`config.mk`:
```
export PLATFORM = sky130hd
export DESIGN_NAME = pulse_gen_single_flat
export DESIGN_NICKNAME = d
export VERILOG_FILES = /design/src/rtl/pulse_gen_single_if.sv /design/src/rtl/pulse_gen_single.sv /design/src/flat_wrapper.sv
export SDC_FILE = /design/constraint.sdc
export NUM_CORES = 1
export LEC_CHECK = 0
export ABC_AREA = 1
export BUFFER_PORTS_ARGS = -buffer_cell sky130_fd_sc_hd__buf_2
export CAP_MARGIN = 20
export CORE_MARGIN = 2
export CORE_UTILIZATION = 60
export DETAILED_ROUTE_END_ITERATION = 10
export MAX_ROUTING_LAYER = met4
export PLACE_DENSITY = 0.82
export SETUP_SLACK_MARGIN = 0.05
export SYNTH_ARGS = -nofsm -noshare
export SYNTH_HDL_FRONTEND = slang
export SYNTH_SLANG_ARGS = --single-unit
```
`constraint.sdc`:
```
create_clock -name clk -period 4.05 [get_ports clk]
set_clock_uncertainty 0.05 [all_clocks]
set_input_delay 0.81 -clock clk [delete_from_list [all_inputs] [get_ports clk]]
set_output_delay 0.81 -clock clk [all_outputs]
set_load 0.02 [all_outputs]
```
`src/rtl/pulse_gen_single_if.sv`:
```
// Command/status bundle between control logic (master) and the pulse transmitter (slave).
interface pulse_gen_single_if #(
    parameter int CNT_W = 22,
    parameter int NUM_W = 16
);
    logic             start;
    logic             stop;
    logic [CNT_W-1:0] high_time;
    logic [CNT_W-1:0] low_time;
    logic [NUM_W-1:0] pulse_num;
    logic             idle_level;
    logic             pulse_out;
    logic             busy;
    logic             done;
    logic             aborted;
    logic [NUM_W-1:0] pulse_cnt;

    modport master (
        output start, stop, high_time, low_time, pulse_num, idle_level,
        input  pulse_out, busy, done, aborted, pulse_cnt
    );

    modport slave (
        input  start, stop, high_time, low_time, pulse_num, idle_level,
        output pulse_out, busy, done, aborted, pulse_cnt
    );
endinterface

```
`src/rtl/pulse_gen_single.sv`:
```
// Single-channel pulse-train transmitter in 50 ns ticks, driven by a start/stop command pair.
// Optional macro PULSE_GEN_CONTINUOUS_EN: a latched pulse_num of 0 runs the train until stop.
module pulse_gen_single #(
    parameter int CNT_W = 22,
    parameter int NUM_W = 16
) (
    input logic               clk,
    input logic               rst_n,
    pulse_gen_single_if.slave bus
);
    typedef enum logic [1:0] {IDLE, HIGH, LOW, FIN} state_t;

    localparam logic [CNT_W-1:0] CNT_ONE = CNT_W'(1);
    localparam logic [NUM_W-1:0] NUM_ONE = NUM_W'(1);

    state_t           state;
    logic [CNT_W-1:0] phase_cnt;
    logic [CNT_W-1:0] high_lat;
    logic [CNT_W-1:0] low_lat;
    logic [NUM_W-1:0] num_lat;
    logic             idle_lat;
    logic             pulse_out_r;
    logic             busy_r;
    logic             done_r;
    logic             aborted_r;
    logic [NUM_W-1:0] pulse_cnt_r;

    logic [CNT_W-1:0] high_last;
    logic [CNT_W-1:0] low_last;
    logic             cont_mode;
    logic             num_zero_req;
    logic             train_done;

`ifdef PULSE_GEN_CONTINUOUS_EN
    logic cont_lat;
    assign cont_mode = cont_lat;
`else
    assign cont_mode = 1'b0;
`endif

    // Last phase-counter value of each phase; zero times clamp to a one-cycle phase.
    assign high_last    = (high_lat == '0) ? '0 : high_lat - CNT_ONE;
    assign low_last     = (low_lat == '0) ? '0 : low_lat - CNT_ONE;
    assign num_zero_req = (bus.pulse_num == '0);
    assign train_done   = !cont_mode && (pulse_cnt_r == num_lat);

    always_ff @(posedge clk or negedge rst_n) begin
        if (!rst_n) begin
            state       <= IDLE;
            phase_cnt   <= '0;
            high_lat    <= '0;
            low_lat     <= '0;
            num_lat     <= '0;
            idle_lat    <= 1'b0;
            pulse_out_r <= 1'b0;
            busy_r      <= 1'b0;
            done_r      <= 1'b0;
            aborted_r   <= 1'b0;
            pulse_cnt_r <= '0;
`ifdef PULSE_GEN_CONTINUOUS_EN
            cont_lat    <= 1'b0;
`endif
        end else begin
            done_r    <= 1'b0;
            aborted_r <= 1'b0;
            case (state)
                IDLE: begin
                    pulse_out_r <= bus.idle_level;
                    if (bus.start && !bus.stop) begin
                        high_lat    <= bus.high_time;
                        low_lat     <= bus.low_time;
                        num_lat     <= bus.pulse_num;
                        idle_lat    <= bus.idle_level;
                        pulse_cnt_r <= '0;
                        phase_cnt   <= '0;
                        busy_r      <= 1'b1;
`ifdef PULSE_GEN_CONTINUOUS_EN
                        cont_lat    <= num_zero_req;
                        state       <= HIGH;
                        pulse_out_r <= ~bus.idle_level;
`else
                        if (num_zero_req) begin
                            state <= FIN;
                        end else begin
                            state       <= HIGH;
                            pulse_out_r <= ~bus.idle_level;
                        end
`endif
                    end
                end
                HIGH: begin
                    if (bus.stop) begin
                        state       <= IDLE;
                        pulse_out_r <= idle_lat;
                        busy_r      <= 1'b0;
                        aborted_r   <= 1'b1;
                        phase_cnt   <= '0;
                    end else if (phase_cnt == high_last) begin
                        state       <= LOW;
                        pulse_out_r <= idle_lat;
                        phase_cnt   <= '0;
                        if (pulse_cnt_r != '1)
                            pulse_cnt_r <= pulse_cnt_r + NUM_ONE;
                    end else begin
                        phase_cnt <= phase_cnt + CNT_ONE;
                    end
                end
                LOW: begin
                    if (bus.stop) begin
                        state       <= IDLE;
                        busy_r      <= 1'b0;
                        aborted_r   <= 1'b1;
                        phase_cnt   <= '0;
                    end else if (phase_cnt == low_last) begin
                        phase_cnt <= '0;
                        if (train_done) begin
                            state  <= FIN;
                            done_r <= 1'b1;
                        end else begin
                            state       <= HIGH;
                            pulse_out_r <= ~idle_lat;
                        end
                    end else begin
                        phase_cnt <= phase_cnt + CNT_ONE;
                    end
                end
                FIN: begin
                    // A zero-length train enters FIN without done, so it spends one extra cycle here.
                    pulse_out_r <= idle_lat;
                    if (done_r) begin
                        state  <= IDLE;
                        busy_r <= 1'b0;
                    end else begin
                        done_r <= 1'b1;
                    end
                end
                default: state <= IDLE;
            endcase
        end
    end

    assign bus.pulse_out = pulse_out_r;
    assign bus.busy      = busy_r;
    assign bus.done      = done_r;
    assign bus.aborted   = aborted_r;
    assign bus.pulse_cnt = pulse_cnt_r;
endmodule

```
`src/flat_wrapper.sv`:
```
// flat-port wrapper written by rule: the top's interface ports become plain ports
module pulse_gen_single_flat 
#(
    parameter int CNT_W = 22,
    parameter int NUM_W = 16
)
  (clk, rst_n, bus_start, bus_stop, bus_high_time, bus_low_time, bus_pulse_num, bus_idle_level, bus_pulse_out, bus_busy, bus_done, bus_aborted, bus_pulse_cnt);
  pulse_gen_single_if #(.CNT_W(CNT_W), .NUM_W(NUM_W)) bus_i ();
  input logic clk;
  input logic rst_n;
  input wire logic [$bits(bus_i.start)-1:0] bus_start;
  input wire logic [$bits(bus_i.stop)-1:0] bus_stop;
  input wire logic [$bits(bus_i.high_time)-1:0] bus_high_time;
  input wire logic [$bits(bus_i.low_time)-1:0] bus_low_time;
  input wire logic [$bits(bus_i.pulse_num)-1:0] bus_pulse_num;
  input wire logic [$bits(bus_i.idle_level)-1:0] bus_idle_level;
  output wire logic [$bits(bus_i.pulse_out)-1:0] bus_pulse_out;
  output wire logic [$bits(bus_i.busy)-1:0] bus_busy;
  output wire logic [$bits(bus_i.done)-1:0] bus_done;
  output wire logic [$bits(bus_i.aborted)-1:0] bus_aborted;
  output wire logic [$bits(bus_i.pulse_cnt)-1:0] bus_pulse_cnt;
  assign bus_i.start = bus_start;
  assign bus_i.stop = bus_stop;
  assign bus_i.high_time = bus_high_time;
  assign bus_i.low_time = bus_low_time;
  assign bus_i.pulse_num = bus_pulse_num;
  assign bus_i.idle_level = bus_idle_level;
  assign bus_pulse_out = bus_i.pulse_out;
  assign bus_busy = bus_i.busy;
  assign bus_done = bus_i.done;
  assign bus_aborted = bus_i.aborted;
  assign bus_pulse_cnt = bus_i.pulse_cnt;
  pulse_gen_single #(.CNT_W(CNT_W), .NUM_W(NUM_W)) u_core (.clk(clk), .rst_n(rst_n), .bus(bus_i));
endmodule
```
# Word level (Yosys, flattened, before mapping)
# Cells that the tools add are included.
[totals]
reg_bits = 105
input_bits = 65
[op_classes]
mux = 41
n_bitwise = 2
n_addsub = 4
eq_ne = 18
n_reduce_logical = 15
[ops]
columns = ["operator", "count"]
rows = [
  ["two-way mux 22 bit", 7],
  ["case mux 22 bit (3 select lines)", 1],
  ["two-way mux 16 bit", 4],
  ["== test 22 bit", 2],
  ["logical NOT 22 bit", 2],
  ["subtractor 22 x 1 -> 22 bit, second input constant", 2],
  ["case mux 16 bit (2 select lines)", 1],
  ["adder 22 x 1 -> 22 bit, second input constant", 1],
  ["adder 16 x 1 -> 16 bit, second input constant", 1],
  ["== test 16 bit", 1],
  ["logical NOT 16 bit", 1],
  ["two-way mux 1 bit", 16],
  ["two-way mux 2 bit", 8],
  ["inequality test 16 bit, second input constant", 1],
  ["inequality test 2 x 1 -> 1 bit, second input constant", 6],
  ["case mux 2 bit (4 select lines)", 1],
  ["AND reduction 4 bit", 2],
  ["inequality test 2 bit, second input constant", 3],
  ["inequality test 3 x 2 -> 1 bit, second input constant", 2],
  ["AND reduction 5 bit", 1],
  ["== test 2 bit, second input constant", 2],
  ["case mux 1 bit (4 select lines)", 1],
  ["AND reduction 2 bit", 2],
  ["case mux 1 bit (3 select lines)", 1],
  ["other kinds (10)", 11],
]

# Longest topological paths before layout
[depth]
ltp_word = 6
depth_mapped = 22
ltp_nobuf = 20

# Worst setup path after synthesis
# No wires, ideal clock.
[synth_timing]
kind = "flip-flop to flip-flop"
from = "register u_core.high_lat[0]"
to = "register u_core.pulse_cnt_r[5], in the netlist u_core.bus.pulse_cnt[5]"
arrival_time_ns = 2.244
setup_time_ns = 0.117
setup_slack_ns = 1.639
path_stages_with_launch = 18
period_less_slack_ns = 2.411
path_buffers = 2
cell_sequence = "dfrtp_1 > inv_1 > ha_1 > nand3_2 > nor2_4 > buf_4 > nand2_1 > nor2_1 > nand2_1 > nand2_1 > nor2_1 > nor3b_1 > nand2_1 > nor2_2 > nand4_4 > buf_2 > nand3_1 > nand2_1"
[synth_between]
elab_chain_cells = 5
[synth_lines]
columns = ["element", "line", "text"]
rows = [
  ["from (decl)", "pulse_gen_single.sv:18", "logic [CNT_W-1:0] high_lat;"],
  ["from (signal assigned)", "pulse_gen_single.sv:70", "high_lat <= bus.high_time;"],
  ["subtractor 22 x 1 -> 22 bit or logical NOT 22 bit (tied branches)", "pulse_gen_single.sv:42", "assign high_last = (high_lat == '0) ? '0 : high_lat - CNT_ONE;"],
  ["two-way mux 22 bit *", "pulse_gen_single.sv:42", ""],
  ["== test 22 bit *", "pulse_gen_single.sv:98", "end else if (phase_cnt == high_last) begin"],
  ["inequality test 2 x 1 -> 1 bit (no line) *", "--", ""],
  ["AND reduction 5 bit (no line) *", "--", ""],
  ["to (signal assigned)", "pulse_gen_single.sv:103", "pulse_cnt_r <= pulse_cnt_r + NUM_ONE;"],
  ["to (decl)", "pulse_gen_single.sv:26", "logic [NUM_W-1:0] pulse_cnt_r;"],
]
# Mark *: on every way between the ends. The rest lies on a longest branch, timed or not.
# A chain may end at the register's enable or synchronous reset.

# Final worst setup path
[layout_timing]
from = "register u_core.low_lat[0]"
to = "register u_core.phase_cnt[20]"
[layout_between]
elab_chain_cells = 6
[layout_lines]
columns = ["element", "line", "text"]
rows = [
  ["from (decl)", "pulse_gen_single.sv:19", "logic [CNT_W-1:0] low_lat;"],
  ["from (signal assigned)", "pulse_gen_single.sv:71", "low_lat <= bus.low_time;"],
  ["subtractor 22 x 1 -> 22 bit or logical NOT 22 bit (tied branches)", "pulse_gen_single.sv:43", "assign low_last = (low_lat == '0) ? '0 : low_lat - CNT_ONE;"],
  ["two-way mux 22 bit *", "pulse_gen_single.sv:43", ""],
  ["== test 22 bit *", "pulse_gen_single.sv:114", "end else if (phase_cnt == low_last) begin"],
  ["two-way mux 22 bit *", "pulse_gen_single.sv:114", ""],
  ["two-way mux 22 bit *", "pulse_gen_single.sv:109", "if (bus.stop) begin"],
  ["case mux 22 bit (3 select lines) *", "pulse_gen_single.sv:66", "case (state)"],
  ["to (signal assigned)", "pulse_gen_single.sv:105", "phase_cnt <= phase_cnt + CNT_ONE;"],
  ["to (signal assigned)", "pulse_gen_single.sv:124", "phase_cnt <= phase_cnt + CNT_ONE;"],
  ["to (decl)", "pulse_gen_single.sv:17", "logic [CNT_W-1:0] phase_cnt;"],
]
# Marks and branches as above.

==> reports/summary.txt <==
Gr ovfl total = 0
Multiplexer area fraction after synthesis = 0
Crit path time final = 3.430 ns
Compound-Gate Fraction of Synth Area = 0.07366
Post-synthesis register bit count = 105
Initial Util = 0.6196
DR pass1 iterations = 6
Largest net degree at the start of global routing = 75
Routed wire length = 19450 um
Vert. Die Dim = 115.6 um
PortBufs = 84
Antenna viol nets, final = 0
Post-synthesis xor/xnor area fraction = 0.05039
Hold Crit Class = flop to flop
Fin. max-slew vios = 0
Sinks on Clock Net = 105
Highest clock rate = 0.2916 GHz
Worst Tran Pin Value = 0.9404 ns
Comb pwr share = 0.467
Sw power = 2332 uW
Period utilization = 0.8469
Final setup fails = 0
Setup_tns = 0 ns
Postcts setup bufs = 0
Crit start category = flop
Pwr Density = 602.0 mW/mm^2
Syn nets = 1237
Largest family of logic cells by synthesized area = simple AND/OR/NAND/NOR gates
Critical path arrival = 3.60 ns
N_diodes = 0
Final Cell Area = 0.008279 mm^2
Core area = 0.01206 mm^2
Hold violation count in the final report = 0
First-pass GRT wire length = 31930 um
Crit Path Category = flop to flop
Clk_lat worst skew = 0.36 ns
Htree depth = 3
Cells after Synth = 1162
Status = finished, final reports clean
# hold bufs at CTS = 0
Dpl cell area = 0.007968 mm^2
Syn avg cell area = 6.432 um^2
Mapped Area = 0.007473 mm^2
Synth Area in Adders = 0.01674
Cell Int Power = 2652 uW
Max_cap viols = 0
Rows = 40
Max transition margin = 0.3731
DRC = 0
LEAKAGE = 0.004154 uW
Num CTS Buffers = 9
Register area share after synthesis = 0.3516
CTS root buffer = clkbuf_16
Dominant synthesized flop cell = dfrtp_1
Post-DP HPWL = 14870 um
Synth cell types = 32
Number of synthesized flops with an enable pin = 0
TritonCTS clock tree = done
Initial DRC Count = 643
Vias after detailed routing = 7551
Via/cell ratio = 5.401
CTS resizes = 0
Io pins = 85
FFs w/ async S/R, synth = 1.000
CP endpoint kind = flop
YS warnings = 0
Final GP Congestion = 0.9882
Flop pwr share = 0.346
CP required = 4.22 ns
Antenna violations before repair = 0
Max clock buf depth = 2
RSZ-0062 raised after global routing = false
Post-synthesis simple-gate area fraction = 0.4167
# nets final = 1300
Clock group share of total power = 0.186
Share of cells above drive strength 1 = 0.09675
Vias in the first global route = 6538
Max FO, Critical Path = 36
WL/cell = 13.91 um
Peak supply drop = 0.0003817 V
GRT Util Overall = 0.3137
Final-layout fill cell count = 1118
Clk slew on worst S/H paths = 0.08 ns
Switching share of power = 0.4679
Die Area = 0.01336 mm^2
Die W = 115.6 um
Synth-to-layout area growth = 10.78%
[registers in the layout (all words and copies together) (netlist names)]
register / cells
u_core.high_lat: 22
u_core.low_lat: 22
u_core.phase_cnt: 22
u_core.bus.pulse_cnt: 16
u_core.num_lat: 16
u_core.state: 2
u_core.bus.aborted: 1
u_core.bus.busy: 1
u_core.bus.done: 1
u_core.bus.pulse_out: 1
u_core.idle_lat: 1
[Yosys cell counts, types with 6 or more instances]
| cell type | instances | share of area |
|---|---|---|
| nand2_1 | 400 | 0.20 |
| nor2_1 | 138 | 0.069 |
| inv_1 | 128 | 0.064 |
| nand3_1 | 112 | 0.075 |
| dfrtp_1 | 105 | 0.35 |
| o21ai_0 | 88 | 0.059 |
| xor2_1 | 38 | 0.045 |
| nand4_1 | 37 | 0.031 |
| clkbuf_1 | 25 | 0.013 |
| nor3_1 | 14 | 0.0094 |
| ha_1 | 10 | 0.017 |
| o21ai_1 | 10 | 0.0067 |
| nor4_1 | 8 | 0.0067 |
| buf_2 | 6 | 0.0040 |
[worst max-delay path: stages (launching register included)]
cell	delay [ns]
dfrtp_1	0.36
inv_1	0.14
ha_1	0.33
nand2_1	0.16
nor2_1	0.15
nand3_1	0.16
buf_4	0.29
nand2_1	0.10
nand2_1	0.05
nand2_1	0.06
nand2_1	0.05
nor2_1	0.12
nand2_1	0.06
nor2_1	0.08
nand3_1	0.20
nand2_1	0.15
nand2_1	0.08
nand2_1	0.51
o21ai_0	0.18
[power groups by stage]
stage	Sequential, uW	Clock, uW	Combinational, uW
6_report	1730	929	2330
5_1_grt	1770	993	2690
4_1_cts	1720	947	2320
3_5_place_dp	1730	0	2310
3_3_place_gp	1720	0	2250
2_1_floorplan	1660	0	1770
[cell type report]
cell class	count	area (um^2)	share of cell area
clock buffers	9	225.2	0.02720
repair buffers	90	467.9	0.05652
multi-input cells	889	4174	0.5042
clock inverters	7	86.33	0.01043
inverters	130	488.0	0.05894
well taps	168	210.2	0.02539
flip-flops and latches	105	2628	0.3174
[cells in the final DEF (no fill, tap or decap), drive strengths merged]
master and count:
nor3 14, nand3b 2, xor2 38, o21ai 98, nor4 8, nor2 144
a21oi 4, buf 90, dfrtp 105, nand2 402, nand3 114, clkinvlp 1
nor3b 5, nand4 38, o21bai 1, and3 1, inv 132, o211ai 1
xnor2 5, clkinv 3, clkbuf 9, ha 10, bufinv 1, o22ai 4
[cells by family after synthesis]
kind of cell | count (synthesis)
adders and majority gates | 10
xor gates and xnor gates | 43
and+or+nand+nor | 728
DFF | 105
AOI/OAI and AO/OA | 108
buffers and inverters | 168
[metal layers]
metal | GRT usage | vias up | part of all wire | routed length [um]
met5 | - | - | 0 | 0
met1 | 0.4380 | 3373 | 0.47 | 9139
met2 | 0.4565 | 302 | 0.43 | 8423
li1 | - | 3841 | - | -
met4 | 0.09317 | 0 | 0.023 | 451
met3 | 0.07113 | 35 | 0.074 | 1433
[per-stage QoR]
step	worst slack [ns]	total power [uW]	std cells	hold slack (ns)	util
2_1_floorplan	1.639	3432	1162	0.4113	-
3_3_place_gp	0.8252	3978	1382	0.4156	0.6606
3_5_place_dp	0.6630	4035	1382	0.4377	0.6606
4_1_cts	0.6153	4983	1398	0.4564	0.6864
5_1_grt	0.1885	5451	1398	0.4887	0.6864
6_report	0.6201	4984	1398	0.4539	0.6864
[worst paths after layout]
check | startpoint | end | slack [ns] | cells past startpoint
min in group asynchronous | rst_n | u_core.low_lat[0]$_DFFE_PN0P_ | 0.53 | 1
min reg2reg | u_core.bus.busy$_DFFE_PN0P_ | u_core.bus.busy$_DFFE_PN0P_ | 0.45 | 2
max reg2reg | u_core.low_lat[0]$_DFFE_PN0P_ | u_core.phase_cnt[20]$_DFFE_PN0P_ | 0.62 | 18
max in group asynchronous | rst_n | u_core.high_lat[10]$_DFFE_PN0P_ | 2.65 | 2
min | u_core.bus.busy$_DFFE_PN0P_ | u_core.bus.busy$_DFFE_PN0P_ | 0.45 | 2
max | u_core.low_lat[0]$_DFFE_PN0P_ | u_core.phase_cnt[20]$_DFFE_PN0P_ | 0.62 | 18
No activity file was read; power rests on OpenSTA's default activity.
